### config.mk
export PLATFORM = sky130hd
export DESIGN_NAME = muldiv_unit
export DESIGN_NICKNAME = d
export VERILOG_FILES = /design/src/rtl/muldiv_unit.sv
export SDC_FILE = /design/constraint.sdc
export NUM_CORES = 1
export LEC_CHECK = 0
export BUFFER_PORTS_ARGS = -buffer_cell sky130_fd_sc_hd__buf_2
export CAP_MARGIN = 30
export CORE_AREA = 4 4 162 164
export DETAILED_ROUTE_END_ITERATION = 6
export DIE_AREA = 0 0 166 168
export GPL_TIMING_DRIVEN = 0
export PLACE_DENSITY = 0.89
export SYNTH_ARGS = -nofsm -noshare
export SYNTH_HDL_FRONTEND = slang
export SYNTH_SLANG_ARGS = --single-unit
### constraint.sdc
create_clock -name clk_i -period 4.2 [get_ports clk_i]
set_input_delay 0.84 -clock clk_i [delete_from_list [all_inputs] [get_ports clk_i]]
set_output_delay 0.84 -clock clk_i [all_outputs]
set_load 0.005 [all_outputs]
### src/rtl/muldiv_unit.sv
// Iterative RV32M multiply/divide: one radix-2 step per cycle on operand magnitudes.
// Latency XLEN+1 cycles from start, or 1 cycle for divide special cases; start is ignored while busy.
module muldiv_unit #(
  parameter int XLEN = 32
) (
  input  logic            clk_i,
  input  logic            rst_ni,
  input  logic            start_i,
  input  logic            kill_i,
  input  logic [2:0]      funct3_i,
  input  logic [XLEN-1:0] rs1_data_i,
  input  logic [XLEN-1:0] rs2_data_i,
  input  logic [4:0]      rd_in_i,
  output logic            busy_o,
  output logic            done_o,
  output logic [XLEN-1:0] result_o,
  output logic [4:0]      rd_out_o
);
  localparam int CW = $clog2(XLEN);

  typedef enum logic [1:0] {IDLE, CALC, DONE} state_t;

  state_t            state_q, state_d;
  logic [2:0]        op_q, op_d;
  logic [4:0]        rd_q, rd_d;
  logic [XLEN-1:0]   b_q, b_d;
  logic [XLEN-1:0]   hi_q, hi_d;
  logic [XLEN-1:0]   lo_q, lo_d;
  logic [CW-1:0]     cnt_q, cnt_d;
  logic              neg_q, neg_d;
  logic              done_q, done_d;
  logic [XLEN-1:0]   result_q, result_d;
  logic [4:0]        rd_out_q, rd_out_d;

  // Operand decode in IDLE: which operands are signed for this funct3
  logic            is_div, sgn_a, sgn_b, a_neg, b_neg, special;
  logic [XLEN-1:0] mag_a, mag_b;

  assign is_div  = funct3_i[2];
  assign sgn_a   = is_div ? ~funct3_i[0] : (funct3_i[1:0] == 2'b01 || funct3_i[1:0] == 2'b10);
  assign sgn_b   = is_div ? ~funct3_i[0] : (funct3_i[1:0] == 2'b01);
  assign a_neg   = sgn_a & rs1_data_i[XLEN-1];
  assign b_neg   = sgn_b & rs2_data_i[XLEN-1];
  assign mag_a   = a_neg ? -rs1_data_i : rs1_data_i;
  assign mag_b   = b_neg ? -rs2_data_i : rs2_data_i;
  assign special = is_div & ((rs2_data_i == '0) |
                   (~funct3_i[0] & (rs1_data_i == {1'b1, {(XLEN-1){1'b0}}}) & (&rs2_data_i)));

  // Datapath step: {hi,lo} holds product (multiply) or remainder/quotient (divide)
  logic [XLEN:0]     mul_sum, div_sh, div_diff;
  logic [2*XLEN-1:0] prod_s;
  logic [XLEN-1:0]   quo_s, rem_s, final_res;

  assign mul_sum  = {1'b0, hi_q} + (lo_q[0] ? {1'b0, b_q} : '0);
  assign div_sh   = {hi_q, lo_q[XLEN-1]};
  assign div_diff = div_sh - {1'b0, b_q};
  assign prod_s   = neg_q ? -{hi_q, lo_q} : {hi_q, lo_q};
  assign quo_s    = neg_q ? -lo_q : lo_q;
  assign rem_s    = neg_q ? -hi_q : hi_q;
  assign final_res = op_q[2] ? (op_q[1] ? rem_s : quo_s)
                             : ((op_q[1:0] == 2'b00) ? prod_s[XLEN-1:0] : prod_s[2*XLEN-1:XLEN]);

  always_comb begin
    state_d  = state_q;
    op_d     = op_q;
    rd_d     = rd_q;
    b_d      = b_q;
    hi_d     = hi_q;
    lo_d     = lo_q;
    cnt_d    = cnt_q;
    neg_d    = neg_q;
    done_d   = 1'b0;
    result_d = result_q;
    rd_out_d = rd_out_q;
    case (state_q)
      IDLE: begin
        if (start_i && !kill_i) begin
          op_d = funct3_i;
          rd_d = rd_in_i;
          b_d  = mag_b;
          if (special) begin
            // Special results are staged where the normal path leaves quotient/remainder
            state_d = DONE;
            neg_d   = 1'b0;
            lo_d    = (rs2_data_i == '0) ? '1 : rs1_data_i;
            hi_d    = (rs2_data_i == '0) ? rs1_data_i : '0;
          end else begin
            state_d = CALC;
            cnt_d   = CW'(XLEN - 1);
            neg_d   = (funct3_i[2] & funct3_i[1]) ? a_neg : (a_neg ^ b_neg);
            lo_d    = mag_a;
            hi_d    = '0;
          end
        end
      end
      CALC: begin
        if (kill_i) begin
          state_d = IDLE;
        end else begin
          if (op_q[2]) begin
            if (!div_diff[XLEN]) begin
              hi_d = div_diff[XLEN-1:0];
              lo_d = {lo_q[XLEN-2:0], 1'b1};
            end else begin
              hi_d = div_sh[XLEN-1:0];
              lo_d = {lo_q[XLEN-2:0], 1'b0};
            end
          end else begin
            hi_d = mul_sum[XLEN:1];
            lo_d = {mul_sum[0], lo_q[XLEN-1:1]};
          end
          if (cnt_q == '0) state_d = DONE;
          else             cnt_d   = cnt_q - 1'b1;
        end
      end
      DONE: begin
        state_d = IDLE;
        if (!kill_i) begin
          done_d   = 1'b1;
          result_d = final_res;
          rd_out_d = rd_q;
        end
      end
      default: state_d = IDLE;
    endcase
  end

  always_ff @(posedge clk_i or negedge rst_ni) begin
    if (!rst_ni) begin
      state_q  <= IDLE;
      op_q     <= '0;
      rd_q     <= '0;
      b_q      <= '0;
      hi_q     <= '0;
      lo_q     <= '0;
      cnt_q    <= '0;
      neg_q    <= 1'b0;
      done_q   <= 1'b0;
      result_q <= '0;
      rd_out_q <= '0;
    end else begin
      state_q  <= state_d;
      op_q     <= op_d;
      rd_q     <= rd_d;
      b_q      <= b_d;
      hi_q     <= hi_d;
      lo_q     <= lo_d;
      cnt_q    <= cnt_d;
      neg_q    <= neg_d;
      done_q   <= done_d;
      result_q <= result_d;
      rd_out_q <= rd_out_d;
    end
  end

  assign busy_o   = (state_q != IDLE);
  assign done_o   = done_q;
  assign result_o = result_q;
  assign rd_out_o = rd_out_q;

endmodule

==> impl_metrics.csv, run 1 <==
group,metric,value,unit
setup_path,crit_path_end_kind,"register",
run,drv_cap,0,
synthesis,syn-instance-count,1949,
placed_design,dp_hpwl,47700,µm
setup_path,r2r_slack,0.12,ns
layout,mostFrequentLayoutCells,"nand2_1, o21ai_0, a21oi_1, dfrtp_1, nor2_1",
sta,holdWs,0.453,ns
hold_path,min_path_type,"in2async",
power,switching_share,53.6,%
layout,multiInputGateArea,10200,µm²
sta,finClkSkew,0.0168,ns
grt,grt_first_pass_wirelength,92900,µm
synthesis,synth_enable_flop_cells,0,
layout,stdcell_count,2429,
power,powerDensity,687,nW/µm²
clock_tree,holdBufCountCts,0,
synthesis,synth_fp_nets,2099,
synthesis,yosysTopAreaCell,"dfrtp_1",
synthesis,synth_top_area_share,25.6,%
grt,grt_max_degree,83,
power,seqPwrFrac,21.8,%
layout,nets,2236,
die,rows,58,
sta,finalSetupViolCount,0,
layout,syn2layout_area_growth,11.6,%
setup_path,critical_path_arrival,4.38,ns
die,fp.dieArea,27900,µm²
route,avgViaCountPerCell,6.94,
run_status,outcome,"complete, but fails checks",
grt,antenna_found_initial,0,
die,initial_core_util,59.0,%
die,io_pins,115,
die,die_x,166,µm
route,drtPass1Iterations,7,
clock_tree,clock-root-buffer,"clkbuf_16",
synthesis,ys_ff_latch,150,
synthesis,ys_seq_area_share,25.6,%
synthesis,synth_ff_type,"dfrtp_1",
sta,fmax,0.245,GHz
placed_design,placedCellCount,2393,
grt,grt_pass1_vias,15800,
layout,drive_gt1_share,10.1,%
sta,worst_pin_slew,1.13,ns
setup_path,crit_start,"hi_q[0]",
clock_tree,cts_tree,"done",
route,drc_errors,4,
setup_path,cp_num_buf_inv,1,
power,p_int,5.22,mW
grt,track_usage,42.7,%
sta,finalCriticalPeriod,4.08,ns
synthesis,avgSynthCellArea,7.53,µm²
route,postRouteAntennaNets,0,
power,clock_power_share,14.3,%
sta,slew_headroom,24.7,%
placed_design,gp_congestion,1.10,
setup_path,cp_slowest_cell,"or4b_1",
synthesis,ys_async_sr_fraction,100,%
route,wl_per_cell,25.6,µm
setup_path,max_stage_delay,0.62,ns
sta,setup_tns,0,ns
placed_design,placed_cell_area,15700,µm²
sta,post-route-period-util,97.2,%
setup_path,cp-start-kind,"register",
run_status,violations,"design-rule violations",
layout,final-seq-area,3760,µm²
sta,drv_slew,0,
setup_path,path_class,"reg2reg",
placed_design,portBuffers,112,
setup_path,required,4.50,ns
setup_path,r2r_start,"hi_q[0]",
power,vdd.ir_drop.worst,558,µV
synthesis,synthTopCellsByArea,"dfrtp_1, nand2_1, o21ai_0",
setup_path,crit_fanout,8,
setup_path,path_cells,"inv_1 -> ha_1 -> or3b_1 -> or4b_1 -> or3_1 -> or3_1 -> o31ai_1 -> xnor2_1 -> a221oi_2 -> o21ai_0",
synthesis,synthesis.area,14700,µm²
setup_path,cp_top_family,"simple AND/OR/NAND/NOR gates",
synthesis,ys_types,77,
clock_tree,clock-sinks,150,
sta,rsz0062_at_grt,"no",
route,vias,16900,
power,comb_power_share,63.9,%
route,wirelength,62100,µm
setup_path,r2r-end,"result_o[16]",
clock_tree,numCtsBuffers,17,
clock_tree,clk_latency,0.45,ns
layout,n_fill_cell,2253,
layout,design_area,16400,µm²
setup_path,r2r_cells,10,
layout,final_common_cell,"nand2_1",
setup_path,cpMostUsedCell,"or3_1",
clock_tree,ctsLongestPathBuffers,2,
setup_path,cp.depth,10,
die,design.core.area,24900,µm²
layout,diodes,0,
die,chipHeight,168,µm
grt,overflow,0,
power,switchingPower,6.04,mW
layout,fin_util,65.8,%
clock_tree,clk_pin_slew_worst_paths,0.08,ns
power,p_leak,7.12,nW
synthesis,synth_warnings,0,
setup_path,crit_end,"result_o[16]",
sta,hold_violations,0,
route,drt_iter0_markers,2409,
clock_tree,htree_levels,4,
-- flip-flops by register name (all words and copies together) (netlist names) --
register and cells:
cnt_q 5, lo_q 32, state_q 2, rd_out_o 5
done_o 1, hi_q 32, b_q 32, result_o 32
neg_q 1, op_q 3, rd_q 5
-- how the worst min path moves through the flow --
| stage | startpoint | end | depth (start not counted) |
|---|---|---|---|
| 6_report | rst_ni | rd_q[1] | 1 |
| 2_1_floorplan | rd_q[0] | rd_out_o[0] | 2 |
| 4_1_cts | rd_q[3] | rd_out_o[3] | 2 |
| 5_1_grt | rd_q[3] | rd_q[3] | 2 |
| 3_3_place_gp | rd_q[0] | rd_out_o[0] | 2 |
| 3_5_place_dp | rd_q[3] | rd_out_o[3] | 2 |
-- logic make-up (layout without fill, tap and decap cells) --
group	after synthesis	in the layout	share of synthesized area (%)
AO/OA/AOI/OAI	632	632	26.8
XOR/XNOR	192	192	11.5
buffers and inverters	193	343	5.05
AND/OR/NAND/NOR	652	652	20.6
flip-flops	150	150	25.6
adder cells (fa/ha/maj)	74	74	6.41
multiplexers	56	56	4.12
-- routing by layer --
layer,GRT usage (%),part of all wire [%],up-vias,routed length [µm]
met5,0,0,-,0
met4,29.7,8.9,0,5510
met1,53.8,37,7833,22800
met2,63.5,42,1333,25900
li1,-,-,7337,-
met3,11.9,13,356,7940
-- power by group through the flow --
stage | clock (mW) | combinational, mW | sequential (mW)
2_1_floorplan | 0 | 4.80 | 2.09
3_3_place_gp | 0 | 6.62 | 2.38
3_5_place_dp | 0 | 6.70 | 2.39
4_1_cts | 1.60 | 6.78 | 2.36
5_1_grt | 1.66 | 7.62 | 2.44
6_report | 1.61 | 7.19 | 2.45
-- cell usage after synthesis (8+ instances only) --
library cell,count
nand2_1,269
o21ai_0,185
a21oi_1,166
dfrtp_1,150
nor2_1,141
clkbuf_1,115
xnor2_1,104
xor2_1,88
ha_1,72
inv_1,59
nand3_1,44
o31ai_1,40
a21o_1,35
mux2i_1,33
and3_1,31
nor3_1,30
o22ai_1,27
a211oi_1,24
nor4_1,23
or3_1,23
mux2_2,21
nand4_1,20
a31oi_1,19
nand2b_1,14
a221oi_1,13
nor2b_1,13
or4_1,13
buf_1,12
o211ai_1,12
o41ai_1,12
o21bai_1,11
o221ai_1,10
o311ai_0,10
o21a_1,8
-- area by class of cell --
cell class              instances  share of cell area, %
plain buffers                 132                   3.18
clock buffers                  17                   2.60
clock inverters                15                  0.977
inverters                      60                   1.37
multi-input cells            1606                   62.5
flip-flops and latches        150                   22.9
well taps                     330                   2.52
repair buffers                119                   3.90
-- what timing repair did --
action / 4_1_cts / 5_1_grt
gates resized for setup: 9 / 13
endpoints found under the setup margin: 37 / 25
pin swaps: 0 / 1
setup buffers: 0 / 5
-- stage by stage --
stage	worst slack, ns	power [mW]
CTS	0.0303	10.7
detailed placement	-0.612	9.09
global placement	-0.624	9.00
global route	0.00141	11.7
floorplan	0.711	6.89
finish	0.119	11.3
-- worst reg2reg max path, delay by kind of cell, from the launching register on --
kind / cells / cell delay (ns)
compound gates: 3 / 0.81
xor+xnor: 1 / 0.12
fa+ha+maj: 1 / 0.24
buf+inv: 1 / 0.28
flops: 1 / 0.50
simple gates: 4 / 1.99
Power figures use the tool's default switching activity.
==> inputs of run 2 (changes only) <==
BUFFER_PORTS_ARGS = not set   (was -buffer_cell sky130_fd_sc_hd__buf_2)
DONT_BUFFER_PORTS = 1   (was not set)
PLACE_DENSITY = 0.85   (was 0.89)
==> run 2 against run 1 <==
The run still ends with design-rule violations left. Clock-buffer cell count increased by 1. First-iteration DRC count decreased by 4.2%. Worst setup slack lost 0.071 ns. Critical path type unchanged. Critical endpoint is now result_o[28]. Largest power group unchanged.
==> impl_metrics.csv, run 2 (synthesis gave the netlist of run 1 again) <==
group,metric,value,unit
layout,nets,2127,
setup_path,cp_top_family,"simple AND/OR/NAND/NOR gates",
clock_tree,htree_levels,4,
route,wirelength,63800,µm
die,io_pins,115,
grt,grt_first_pass_wirelength,95000,µm
sta,hold_violations,0,
power,vdd.ir_drop.worst,451,µV
power,power,11.4,mW
power,powerDensity,716,nW/µm²
sta,worst_pin_slew,1.04,ns
sta,post-route-period-util,98.9,%
power,switchingPower,5.98,mW
grt,track_usage,44.2,%
die,rows,58,
grt,grt_max_degree,151,
route,avgViaCountPerCell,7.06,
power,clock_power_share,15.4,%
power,p_leak,6.66,nW
route,wl_per_cell,27.5,µm
sta,holdWs,0.0939,ns
setup_path,crit_path_end_kind,"register",
die,fp.dieArea,27900,µm²
route,postRouteAntennaNets,0,
run_status,outcome,"complete, but fails checks",
clock_tree,ctsLongestPathBuffers,2,
setup_path,max_stage_delay,0.62,ns
run,drv_cap,0,
layout,syn2layout_area_growth,8.45,%
layout,mostFrequentLayoutCells,"nand2_1, o21ai_0, a21oi_1, dfrtp_1, nor2_1",
sta,slew_headroom,30.3,%
placed_design,placedCellCount,2282,
sta,fmax,0.241,GHz
power,p_int,5.42,mW
sta,drv_slew,0,
sta,setup_tns,0,ns
hold_path,min_path_type,"in2async",
run_status,violations,"design-rule violations",
setup_path,cp_num_buf_inv,2,
setup_path,path_cells,"inv_1 -> ha_1 -> or3b_1 -> or4b_1 -> or3_1 -> nand2b_1 -> clkbuf_1 -> or4_1 -> a311oi_2 -> a221o_1",
clock_tree,clock-sinks,150,
setup_path,critical_path_arrival,4.53,ns
placed_design,dp_hpwl,48600,µm
clock_tree,clk_latency,0.45,ns
power,comb_power_share,63.0,%
setup_path,crit_fanout,9,
route,drc_errors,3,
setup_path,cp_slowest_cell,"or4b_1",
grt,overflow,0,
layout,final_common_cell,"nand2_1",
setup_path,required,4.58,ns
grt,grt_pass1_vias,15700,
layout,drive_gt1_share,5.38,%
die,chipHeight,168,µm
power,seqPwrFrac,21.6,%
clock_tree,holdBufCountCts,0,
die,initial_core_util,59.0,%
layout,fin_util,64.0,%
grt,antenna_found_initial,1,
placed_design,portBuffers,0,
sta,finalCriticalPeriod,4.15,ns
setup_path,path_class,"reg2reg",
power,switching_share,52.5,%
clock_tree,clock-root-buffer,"clkbuf_16",
placed_design,gp_congestion,1.12,
clock_tree,clk_pin_slew_worst_paths,0.07,ns
layout,n_fill_cell,2220,
sta,finClkSkew,0.0157,ns
route,drtPass1Iterations,7,
layout,stdcell_count,2320,
clock_tree,numCtsBuffers,17,
die,die_x,166,µm
route,drt_iter0_markers,2308,
route,vias,16400,
die,design.core.area,24900,µm²
sta,rsz0062_at_grt,"yes",
clock_tree,cts_tree,"done",
setup_path,cp-start-kind,"register",
sta,finalSetupViolCount,0,
==> run 2: cell types whose count changed in the layout (fill, tap and decap cells not counted), moves of 2 or more <==
cell | before | now
buf_2 | 113 | 4
buf_4 | 8 | 6
bufinv_16 | 1 | 4
clkbuf_2 | 3 | 5
clkbuf_8 | 0 | 2
clkinv_4 | 3 | 1
clkinvlp_4 | 1 | 4
dfrtp_1 | 146 | 148
dfrtp_2 | 4 | 2
inv_6 | 6 | 4
inv_8 | 2 | 0
==> run 2: timing repair <==
action | CTS | global route
endpoints found under the setup margin | 23 | 29
pin swaps | 0 | 2
resized for setup | 10 | 20
gates cloned | 0 | 1
buffers inserted | 0 | 6
==> run 2: layout make-up <==
type                            count  area (µm²)  share of cell area, %
Multi-Input combinational cell   1606       10300                   64.6
Sequential cell                   150        3760                   23.6
Buffer                            132         526                   3.30
Clock buffer                       18         439                   2.76
Tap cell                          330         413                   2.59
Inverter                           60         225                   1.41
Clock inverter                     13         194                   1.22
Timing Repair Buffer               10        82.6                  0.519
Antenna cell                        1        2.50                 0.0157
==> run 2: metrics by stage <==
| stage | worst slack [ns] | cell area, µm² |
|---|---|---|
| global placement | -0.606 | 15100 |
| global route | -0.0814 | 15900 |
| floorplan | 0.711 | 14700 |
| CTS | 0.00370 | 15800 |
| detailed placement | -0.390 | 15100 |
| finish | 0.0483 | 15900 |
==> run 2: path summary, 6_finish.rpt <==
check | start | end | slack [ns] | cells past startpoint
worst max-delay path | hi_q[0] | result_o[28] | 0.05 | 10
min in group clk_i | rd_q[4] | rd_out_o[4] | 0.48 | 2
worst min register to register | rd_q[4] | rd_out_o[4] | 0.48 | 2
max in group asynchronous | rst_ni | lo_q[13] | 3.82 | 0
worst max register to register | hi_q[0] | result_o[28] | 0.05 | 10
worst min-delay path | rst_ni | rd_out_o[2] | 0.09 | 0
==> run 2: routing by layer <==
metal	up-vias	global-route usage, %	wire length (µm)
met4	0	30.5	5830
met3	366	13.0	7670
li1	7102	-	-
met2	1219	69.8	27800
met5	-	0	0
met1	7689	51.8	22500
==> run 2: power groups by stage <==
stage / Clock, mW / Combinational, mW / Sequential (mW)
5_1_grt: 1.80 / 7.61 / 2.47
3_5_place_dp: 0 / 6.63 / 2.41
3_3_place_gp: 0 / 6.54 / 2.40
4_1_cts: 1.74 / 6.68 / 2.39
6_report: 1.75 / 7.18 / 2.46
2_1_floorplan: 0 / 4.80 / 2.09
